`config.mk`:
```
export PLATFORM = sky130hd
export DESIGN_NAME = bcd_seq_adder
export DESIGN_NICKNAME = d
export VERILOG_FILES = /design/src/rtl/bcd_seq_adder.sv
export SDC_FILE = /design/constraint.sdc
export NUM_CORES = 1
export LEC_CHECK = 0
export ABC_AREA = 1
export CORE_ASPECT_RATIO = 2
export CORE_UTILIZATION = 38
export CTS_CLUSTER_DIAMETER = 30
export DETAILED_ROUTE_END_ITERATION = 10
export PLACE_DENSITY = 0.63
export RECOVER_POWER = 50
export SKIP_CTS_REPAIR_TIMING = 1
export SLEW_MARGIN = 5
export SYNTH_ARGS = -nofsm -noshare
export SYNTH_HDL_FRONTEND = slang
export SYNTH_SLANG_ARGS = --single-unit
```
`constraint.sdc`:
```
create_clock -name clk -period 5.7 [get_ports clk]
set_clock_uncertainty 0.15 [all_clocks]
set_input_delay 0.855 -clock clk [delete_from_list [all_inputs] [get_ports clk]]
set_output_delay 0.855 -clock clk [all_outputs]
set_load 0.01 [all_outputs]
```
`src/rtl/bcd_seq_adder.sv`:
```
// Multi-digit packed-BCD adder/subtractor: one digit per clock, LSD first, with a single
// shared 4-bit add/+6 correction stage and valid/ready handshakes on both sides.
module bcd_seq_adder #(
   parameter int N_DIGITS = 4
) (
   input  logic                  clk,
   input  logic                  rst,
   input  logic                  in_valid,
   output logic                  in_ready,
   input  logic [4*N_DIGITS-1:0] a,
   input  logic [4*N_DIGITS-1:0] b,
   input  logic                  sub,
   output logic                  out_valid,
   input  logic                  out_ready,
   output logic [4*N_DIGITS-1:0] sum,
   output logic                  cout,
   output logic                  err
);

   localparam int W     = 4 * N_DIGITS;
   localparam int IDX_W = (N_DIGITS > 1) ? $clog2(N_DIGITS) : 1;
   localparam logic [IDX_W-1:0] LAST_IDX = IDX_W'(N_DIGITS - 1);

   typedef enum logic [1:0] {
      S_IDLE = 2'd0,
      S_RUN  = 2'd1,
      S_DONE = 2'd2
   } state_t;

   function automatic logic has_bad_digit(input logic [W-1:0] v);
      logic bad;
      bad = 1'b0;
      for (int i = 0; i < N_DIGITS; i++) begin
         bad = bad | (v[4*i +: 4] > 4'd9);
      end
      return bad;
   endfunction

   function automatic logic [W-1:0] nines_comp(input logic [W-1:0] v);
      logic [W-1:0] r;
      r = '0;
      for (int i = 0; i < N_DIGITS; i++) begin
         r[4*i +: 4] = 4'd9 - v[4*i +: 4];
      end
      return r;
   endfunction

   // Returns {carry, digit}; out-of-range digits go through the same rule unchanged.
   function automatic logic [4:0] bcd_digit_add(input logic [3:0] x, input logic [3:0] y,
                                                input logic c);
      logic [4:0] t;
      logic [4:0] tc;
      t  = {1'b0, x} + {1'b0, y} + {4'b0000, c};
      tc = t + 5'd6;
      if (t > 5'd9) begin
         return {1'b1, tc[3:0]};
      end else begin
         return {1'b0, t[3:0]};
      end
   endfunction

   state_t           state_q, state_d;
   logic [W-1:0]     a_q, a_d, b_q, b_d, sum_q, sum_d;
   logic             sub_q, sub_d, carry_q, carry_d, err_q, err_d, cout_q, cout_d;
   logic             in_ready_q, in_ready_d, out_valid_q, out_valid_d;
   logic [IDX_W-1:0] idx_q, idx_d;
   logic [4:0]       digit_s;

   assign digit_s = bcd_digit_add(a_q[{idx_q, 2'b00} +: 4], b_q[{idx_q, 2'b00} +: 4], carry_q);

   always_comb begin
      state_d  = state_q;
      a_d      = a_q;
      b_d      = b_q;
      sub_d    = sub_q;
      carry_d  = carry_q;
      err_d    = err_q;
      idx_d    = idx_q;
      sum_d    = sum_q;
      cout_d   = cout_q;
      case (state_q)
         S_IDLE: begin
            if (in_valid) begin
               a_d     = a;
               b_d     = sub ? nines_comp(b) : b;
               sub_d   = sub;
               carry_d = sub;
               err_d   = has_bad_digit(a) | has_bad_digit(b);
               idx_d   = '0;
               state_d = S_RUN;
            end else begin
               state_d = S_IDLE;
            end
         end
         S_RUN: begin
            sum_d[{idx_q, 2'b00} +: 4] = digit_s[3:0];
            carry_d = digit_s[4];
            idx_d   = idx_q + IDX_W'(1);
            // A subtract that produces no final carry means A<B, reported as a borrow.
            if (idx_q == LAST_IDX) begin
               cout_d  = sub_q ? ~digit_s[4] : digit_s[4];
               state_d = S_DONE;
            end else begin
               state_d = S_RUN;
            end
         end
         S_DONE: begin
            if (out_ready) begin
               state_d = S_IDLE;
            end else begin
               state_d = S_DONE;
            end
         end
         default: begin
            state_d = S_IDLE;
         end
      endcase
      in_ready_d  = (state_d == S_IDLE);
      out_valid_d = (state_d == S_DONE);
   end

   always_ff @(posedge clk) begin
      if (rst) begin
         state_q     <= S_IDLE;
         a_q         <= '0;
         b_q         <= '0;
         sub_q       <= 1'b0;
         carry_q     <= 1'b0;
         err_q       <= 1'b0;
         idx_q       <= '0;
         sum_q       <= '0;
         cout_q      <= 1'b0;
         in_ready_q  <= 1'b1;
         out_valid_q <= 1'b0;
      end else begin
         state_q     <= state_d;
         a_q         <= a_d;
         b_q         <= b_d;
         sub_q       <= sub_d;
         carry_q     <= carry_d;
         err_q       <= err_d;
         idx_q       <= idx_d;
         sum_q       <= sum_d;
         cout_q      <= cout_d;
         in_ready_q  <= in_ready_d;
         out_valid_q <= out_valid_d;
      end
   end

   assign in_ready  = in_ready_q;
   assign out_valid = out_valid_q;
   assign sum       = sum_q;
   assign cout      = cout_q;
   assign err       = err_q;

endmodule
```
**Word level (Yosys, flattened, before mapping)**

Index checks and enable logic that the tools add are counted.

- Bits in registers: 58
- Bits of input ports: 37
- Output and inout port bits: 20
- Word-level logic and storage cells: 64

- Add/sub/neg operators: 9
- Order comparisons: 9
- Eq/ne operators: 5
- Shifts and indexed selects: 4
- Mux-type cells: 12
- Bitwise operators: 8
- Reduce and logical (&&, ||, !) cells: 6

Operators by type and width:

| operator | count |
|---|---|
| 4-bit greater-than comparator (second input constant) | 8 |
| 16-bit by 5-bit indexed part select with 4-bit output | 2 |
| 16-bit bitwise mux | 1 |
| 16-bit two-way mux | 1 |
| 4-bit by 6-bit variable shift with 16-bit output (first input constant) | 1 |
| 4-bit by 6-bit indexed part select with 16-bit output | 1 |
| 4-bit subtractor (first input constant) | 4 |
| 1-bit OR | 7 |
| 2-bit equality test (second input constant) | 3 |
| 2-bit two-way mux | 3 |
| 4-bit negator with 6-bit output | 1 |
| 2-bit one-hot mux with 3 select lines | 1 |
| 2-bit AND reduction | 3 |
| 4-bit by 4-bit adder with 5-bit output | 1 |
| 5-bit by 1-bit adder with 5-bit output | 1 |
| 5-bit by 4-bit greater-than comparator with 1-bit output (second input constant) | 1 |
| 5-bit two-way mux | 1 |
| 4-bit by 3-bit adder with 4-bit output (second input constant) | 1 |
| 2-bit zero test | 2 |
| 2-bit one-hot mux with 2 select lines | 1 |
| 1-bit two-way mux | 3 |
| 2-bit by 1-bit adder with 2-bit output (second input constant) | 1 |
| 2-bit by 1-bit equality test with 1-bit output (second input constant) | 1 |
| 2-bit inequality test (second input constant) | 1 |
| other kinds (3) | 3 |

**Depth between registers and ports, before layout**

Gate-level depths: netlist (run 1).

- Depth after elaboration: 7
- Depth in mapped cells: 22
- Depth with buffers taken out: 20

**Worst setup path before layout (run 1)**

No wires, ideal clock.

- Kind: register -> register
- From: register idx_q[0]
- To: register sum_q[15] (netlist: sum[15])
- Setup time: 0.065 ns
- Arrival: 3.110 ns
- Data required time: 5.485 ns
- Path slack: 2.375 ns
- Stages on the path, launching flop included: 19
- Buffers on the path: 2
- Period minus slack after synthesis: 3.325 ns
- Cells stage by stage: dfxtp_1 inv_1 buf_2 buf_2 o21ai_0 o22ai_1 fa_1 inv_1 fa_1 ha_1 a21oi_1 a21oi_4 nand2_4 nand2_8 nand2_4 nand4_2 nor2_1 nor2_1 nor2_1

- Word-level cells in the longest chain between the ends: 7
- Elaborated cells between the ends (all ways): 11
- Classes of those cells: 4 x add/sub; 1 x order compare; 4 x shift; 2 x mux

RTL lines:

| item | line | source |
|---|---|---|
| start, declared | 66 | `logic [IDX_W-1:0] idx_q, idx_d;` |
| start signal, assigned | 142 | `idx_q <= idx_d;` |
| 16-bit by 5-bit indexed part select with 4-bit output | 69 | `assign digit_s = bcd_digit_add(a_q[{idx_q, 2'b00} +: 4], b_q[{idx_q, 2'b00} +: 4], carry_q);` |
| 4-bit by 4-bit adder with 5-bit output | 53 | `t = {1'b0, x} + {1'b0, y} + {4'b0000, c};` |
| 5-bit by 1-bit adder with 5-bit output | 53 |  |
| 4-bit by 3-bit adder with 4-bit output / 5-bit by 4-bit greater-than comparator with 1-bit output (equally long branches) | 54, 55 |  |
| 5-bit two-way mux | 55 | `if (t > 5'd9) begin` |
| 4-bit by 6-bit indexed part select with 16-bit output | 96 | `sum_d[{idx_q, 2'b00} +: 4] = digit_s[3:0];` |
| 16-bit bitwise mux (*) | 96 |  |
| end signal, assigned | 143 | `sum_q <= sum_d;` |
| end, declared | 63 | `logic [W-1:0] a_q, a_d, b_q, b_d, sum_q, sum_d;` |

Every way passes the cells marked *; elsewhere a longest branch is shown, timed or not.
A chain may end at the register's enable or synchronous reset.

**Worst setup path in the final report (run 1)**

- From: register idx_q[0]
- To: register sum_q[6] (netlist: sum[6])

Same word-level chain as after synthesis.

==> flow_summary.json, run 1 <==
{
  "power_density_nw_per_um2": 361.0,
  "viasPerCell": 5.176,
  "leakage_nw": 1.653,
  "numCtsBuffers": 9,
  "timing.max_cap.violations": 0,
  "critPathKind": "reg2reg",
  "regArea_um2": 1161,
  "drt_iter0_markers": 127,
  "die-area_um2": 8216,
  "clock_sinks": 58,
  "num_vias": 2816,
  "fp-row-count": 45,
  "peakVddDrop_uv": 174.0,
  "io_buffers": 56,
  "coreArea_um2": 7601,
  "start_kind": "register",
  "clk_path_buf_depth": 2,
  "clk_pin_slew_ps": 50,
  "final_nets": 499,
  "fin_setup_tns_ps": 0,
  "cts_tree": "yes",
  "synth.yosys.warnings": 0,
  "post-route-min-period_ps": 4378,
  "dieHeight_um": 127.2,
  "ys_seq_area_frac": 0.3899,
  "dp_hpwl_mm": 5.754,
  "cp.required_ps": 5800,
  "start_util": 0.3918,
  "antenna_found_initial": 0,
  "grt_first_pass_wirelength_mm": 12.23,
  "synthMuxAreaShare": 0,
  "rsz0062_at_grt": "no",
  "cts-htree-levels": 3,
  "worstSetupEndpointType": "register",
  "hp-class": "reg2reg",
  "fillers": 764,
  "synthSimpleGateAreaFrac": 0.2424,
  "drt_wl_total_mm": 7.566,
  "grt.overflow.total": 0,
  "synthAdderAreaFrac": 0.07647,
  "drc": 0,
  "place_congestion": 0.8162,
  "cts-root-buf": "clkbuf_16",
  "synth_xor_area_frac": 0.02647,
  "worst_pin_slew_ps": 1131,
  "drv_slew": 0,
  "synthCells": 398,
  "finalHoldViolations": 0,
  "die_x_um": 64.60,
  "top_level_ports": 57,
  "worstSkewPairLatency_ps": 330,
  "grt_max_degree": 35,
  "slew-limit-headroom": 0.2458,
  "synth_compound_area_frac": 0.1941,
  "synth_cell_type_count": 32,
  "placedCellCount": 528,
  "multiInputGateArea_um2": 1607,
  "avgRoutedWirePerCell_um": 13.91,
  "run_status": "completed",
  "ys_ff_latch": 58,
  "arrival_ps": 4480,
  "layoutNonFillerInstCount": 544,
  "synth_top_family_by_area": "simple AND/OR/NAND/NOR gates",
  "worstPathMaxFanout": 27,
  "syn_area_um2": 2978,
  "synth_area_per_cell_um2": 7.482,
  "setup_viol": 0,
  "max_freq_mhz": 228.4,
  "area_delta_synth_final_pct": 31.47,
  "min_period_over_period": 0.7681,
  "drive_gt1_frac": 0.07333,
  "synth_nets": 452,
  "drtAntennaViolNets": 0,
  "grt_pass1_vias": 2741,
  "diodes": 0,
  "firstDrtPassIters": 4,
  "grt.total_usage": 0.2003
}
-- layer usage --
layer | vias to the layer above | GRT usage | wire length (µm)
met5 | - | 0 | 0
met4 | 0 | 0.1778 | 497
met3 | 29 | 0.03304 | 197
met2 | 71 | 0.3641 | 4227
met1 | 1295 | 0.1839 | 2644
li1 | 1421 | - | -
-- power breakdown --
| group | switching, mW | internal (mW) | leakage, nW | total (mW) |
|---|---|---|---|---|
| registers | 0.0224 | 0.434 | 0.476 | 0.456 |
| logic | 0.211 | 0.131 | 1.00 | 0.342 |
| clock network | 0.185 | 0.430 | 0.172 | 0.615 |
-- stage by stage --
stage	worst slack [ps]	area, µm²	total power [mW]	hold slack, ps	util
3_5_place_dp	1393	3570	0.8090	307.7	0.4696
4_1_cts	1354	3919	1.427	315.4	0.5156
5_1_grt	948.9	3915	1.476	326.1	0.5151
2_1_floorplan	2375	2978	0.7114	299.5	-
6_report	1322	3915	1.413	309.6	0.5151
3_3_place_gp	1541	3570	0.8012	304.5	0.4696
-- critical path, stage by stage, from the launching register on --
cell and delay (ps):
dfxtp_1 940, inv_1 580, o21ai_0 310, o22ai_1 120, fa_1 440, inv_1 90, fa_1 490, ha_1 260
inv_1 80, a21oi_1 60, a21oi_4 150, nand2_4 90, nand2_8 80, nand2_2 50, nand2_2 100, nand4_1 100
a21oi_1 180
-- synthesized netlist by cell type --
| cell | n | area share |
|---|---|---|
| nor2_1 | 67 | 0.084 |
| dfxtp_1 | 58 | 0.39 |
| o21ai_0 | 51 | 0.086 |
| nand2_1 | 50 | 0.063 |
| a21oi_1 | 40 | 0.067 |
| inv_1 | 29 | 0.037 |
| ha_1 | 15 | 0.063 |
| nand3_1 | 13 | 0.022 |
| clkbuf_1 | 12 | 0.015 |
| nand2_2 | 7 | 0.015 |
| nand4_1 | 7 | 0.015 |
| buf_2 | 6 | 0.010 |
| o22ai_1 | 6 | 0.013 |
| a211oi_1 | 5 | 0.013 |
| xnor2_1 | 5 | 0.015 |
| xor2_1 | 4 | 0.012 |
| nand3b_1 | 3 | 0.0076 |
| a32oi_1 | 2 | 0.0059 |
| clkbuf_4 | 2 | 0.0050 |
| fa_1 | 2 | 0.013 |
| nand2_4 | 2 | 0.0076 |
| nand3_2 | 2 | 0.0067 |
| a21oi_4 | 1 | 0.0055 |
| a22oi_1 | 1 | 0.0025 |
| a31oi_1 | 1 | 0.0021 |
| buf_1 | 1 | 0.0013 |
| clkinv_1 | 1 | 0.0013 |
| inv_2 | 1 | 0.0013 |
| nand2_8 | 1 | 0.0067 |
| nand4_2 | 1 | 0.0042 |
| nor2_4 | 1 | 0.0038 |
| nor4_4 | 1 | 0.0071 |
-- flip-flops by register name, summed over array words and instances (netlist names) --
register and flops:
sum 16, sub_q 1, in_ready 1, cout 1, out_valid 1, idx_q 2
carry_q 1, b_q 16, a_q 16, state_q 2, err 1
-- cells by family after synthesis --
logic type                 count (synthesis)
DFF                                       58
and+or+nand+nor                          155
AOI/OAI and AO/OA                        107
buffers and inverters                     52
adders and majority gates                 17
xor gates and xnor gates                   9
-- area by class of cell --
type                    instances  share of cell area
repair buffers                 57              0.1441
inverters                      31             0.02972
clock buffers                  13             0.07159
well taps                      94             0.03004
flip-flops and latches         58              0.2966
multi-input cells             288              0.4104
clock inverters                 3             0.01758
-- layout by cell type (no fill, tap or decap) --
cell and n:
nor2_1 67, dfxtp_1 58, o21ai_0 51, nand2_1 50
a21oi_1 40, clkdlybuf4s50_1 34, inv_1 29, dlygate4sd3_1 22
ha_1 15, nand3_1 13, clkbuf_16 9, nand2_2 7
nand4_1 7, o22ai_1 6, xnor2_1 5, a211oi_1 5
xor2_1 4, clkbuf_8 4, nand3b_1 3, a32oi_1 2
nand3_2 2, nand2_4 2, fa_1 2, bufinv_16 2
inv_2 1, clkinv_1 1, a21oi_4 1, nand2_8 1
nor2_4 1, nand4_2 1, a22oi_1 1, nor4_4 1
a31oi_1 1, clkinv_4 1, clkbuf_1 1
-- final timing paths --
check	slack [ps]	depth (start not counted)	start	endpoint
setup / recovery	1320	16	idx_q[0]$_SDFFE_PP0P_	sum[6]$_SDFFE_PP0P_
setup reg to reg	1320	16	idx_q[0]$_SDFFE_PP0P_	sum[6]$_SDFFE_PP0P_
hold reg to reg	310	2	sum[10]$_SDFFE_PP0P_	sum[10]$_SDFFE_PP0P_
hold / removal	310	2	sum[10]$_SDFFE_PP0P_	sum[10]$_SDFFE_PP0P_
(Power assumes the default switching activity.)
==> run 2, diff against run 1 <==
Settings changed: PLACE_DENSITY 0.63 to 0.66.
Clock period 5.7 ns to 3.55 ns, I/O delays scaled along.
==> run 2 against run 1 <==
Against the previous run:
- die area unchanged
- flip-flop and latch count unchanged
- utilization about the same
- clock-buffer cell count decreased by 1
- first-iteration DRC count decreased by 7.1%
- worst setup slack got worse by 1000 ps
- clock power increased by 45%
- sequential power increased by 59%
- total power increased by 54%
- critical path type unchanged
- largest power group unchanged
==> flow_summary.json, run 2 (same netlist as run 1, synthesis figures left out) <==
{
  "fp-row-count": 45,
  "timing.max_cap.violations": 0,
  "min_period_over_period": 0.9145,
  "arrival_ps": 3340,
  "rsz0062_at_grt": "no",
  "final_cell_mix": "67 x nor2_1, 58 x dfxtp_1, 51 x o21ai_0, 50 x nand2_1, 40 x a21oi_1",
  "post-route-min-period_ps": 3246,
  "coreArea_um2": 7601,
  "drv_slew": 0,
  "met2_length_mm": 4.393,
  "die_x_um": 64.60,
  "hp-class": "reg2reg",
  "wl_met1_mm": 2.653,
  "cts-htree-levels": 3,
  "clock_sinks": 58,
  "wl_met3_um": 177,
  "drive_gt1_frac": 0.08534,
  "peakVddDrop_uv": 333.3,
  "antenna_found_initial": 0,
  "io_buffers": 56,
  "critPathKind": "reg2reg",
  "top_level_ports": 57,
  "p_comb_frac": 0.258,
  "p_switching_uw": 665.2,
  "drt_iter0_markers": 118,
  "firstDrtPassIters": 4,
  "mostFrequentLayoutCell": "nor2_1",
  "fin_area_um2": 3919,
  "avgRoutedWirePerCell_um": 13.51,
  "worstSkewPairLatency_ps": 330,
  "fillers": 757,
  "area_delta_synth_final_pct": 31.60,
  "fin_setup_tns_ps": 0,
  "grt_pass1_vias": 2637,
  "cts_tree": "yes",
  "numCtsBuffers": 9,
  "finalHoldViolations": 0,
  "diodes": 0,
  "final_nets": 506,
  "multiInputGateArea_um2": 1592,
  "run_status": "completed",
  "placed_cell_area_um2": 3622,
  "clk_path_buf_depth": 2,
  "worstSetupEndpointType": "register",
  "grt.overflow.total": 0,
  "drc": 0,
  "fin_total_pwr_mw": 2.174,
  "viasPerCell": 5.049,
  "seqPwrFrac": 0.333,
  "grt_first_pass_wirelength_mm": 12.01,
  "die-area_um2": 8216,
  "cp.required_ps": 3640,
  "final_util": 0.5156,
  "place_congestion": 0.8449,
  "dieHeight_um": 127.2,
  "max_freq_mhz": 308.0,
  "clkPwrFrac": 0.409,
  "dp_hpwl_mm": 5.746,
  "slew-limit-headroom": 0.4918,
  "worstPathMaxFanout": 26,
  "drt_wl_total_mm": 7.444,
  "start_kind": "register",
  "switching_share": 0.3059,
  "grt_max_degree": 31,
  "regArea_um2": 1161,
  "num_vias": 2782,
  "power_density_nw_per_um2": 554.9,
  "grt.total_usage": 0.1961,
  "setup_viol": 0,
  "worst_pin_slew_ps": 762.2,
  "highest_layer": "met4",
  "start_util": 0.3918,
  "clk_pin_slew_ps": 50,
  "drtAntennaViolNets": 0,
  "leakage_nw": 1.671,
  "p_int_mw": 1.509,
  "cts-root-buf": "clkbuf_16"
}
[run 2: cell count changes in the layout (fill, tap and decap cells not counted), sizes merged]
| cell | change |
|---|---|
| clkinv | +2 |
| clkdlybuf4s50 | +1 |
| dlygate4sd3 | -1 |
| bufinv | -1 |
| buf | +7 |
| clkbuf | -1 |
[run 2: routing by layer]
metal | GRT usage | up-vias
li1 | - | 1434
met1 | 0.1845 | 1285
met2 | 0.3777 | 50
met3 | 0.03571 | 13
met4 | 0.1137 | 0
met5 | 0 | -
[run 2: cell type report]
class	count	share of cell area
Clock buffer	12	0.06801
Clock inverter	4	0.01245
Inverter	31	0.02969
Multi-Input combinational cell	288	0.4061
Sequential cell	58	0.2963
Tap cell	94	0.03001
Timing Repair Buffer	64	0.1574
[run 2: through the flow]
stage	worst slack (ps)	cells	hold WS, ps
after floorplan	225.3	398	299.5
after global placement	424.9	535	303.7
after detailed placement	327.2	535	304.9
after CTS	294.8	551	312.7
after global routing	9.622	551	328.2
final	303.6	551	308.7
[run 2: worst max-delay path: stages, from the launching register on]
cell and delay [ps]:
dfxtp_1 320, buf_4 270, o21ai_0 110, o22ai_1 210, fa_1 270, inv_1 70
fa_1 390, inv_1 90, nand2_1 60, nand2_2 120, ha_1 180, inv_1 60
a21oi_1 220, a21oi_4 60, nand2_4 110, nand3b_1 100, nand2_2 130, nand4_1 90
a21oi_1 170
[run 2: worst paths after layout]
kind                                            start  slack, ps  cells after the start                   end
worst max register to register  idx_q[0]$_SDFFE_PP0P_        300                     18  sum[14]$_SDFFE_PP0P_
worst min-delay path             sum[10]$_SDFFE_PP0P_        310                      2  sum[10]$_SDFFE_PP0P_
worst min register to register   sum[10]$_SDFFE_PP0P_        310                      2  sum[10]$_SDFFE_PP0P_
worst max-delay path            idx_q[0]$_SDFFE_PP0P_        300                     18  sum[14]$_SDFFE_PP0P_
[run 2: power by group through the flow]
stage               combinational (mW)  sequential [mW]  clock, mW
floorplan                        0.411            0.732          0
global placement                 0.560            0.736          0
detailed placement               0.572            0.736          0
CTS                              0.574            0.724      0.899
global route                     0.625            0.727      0.926
finish                           0.561            0.723      0.890
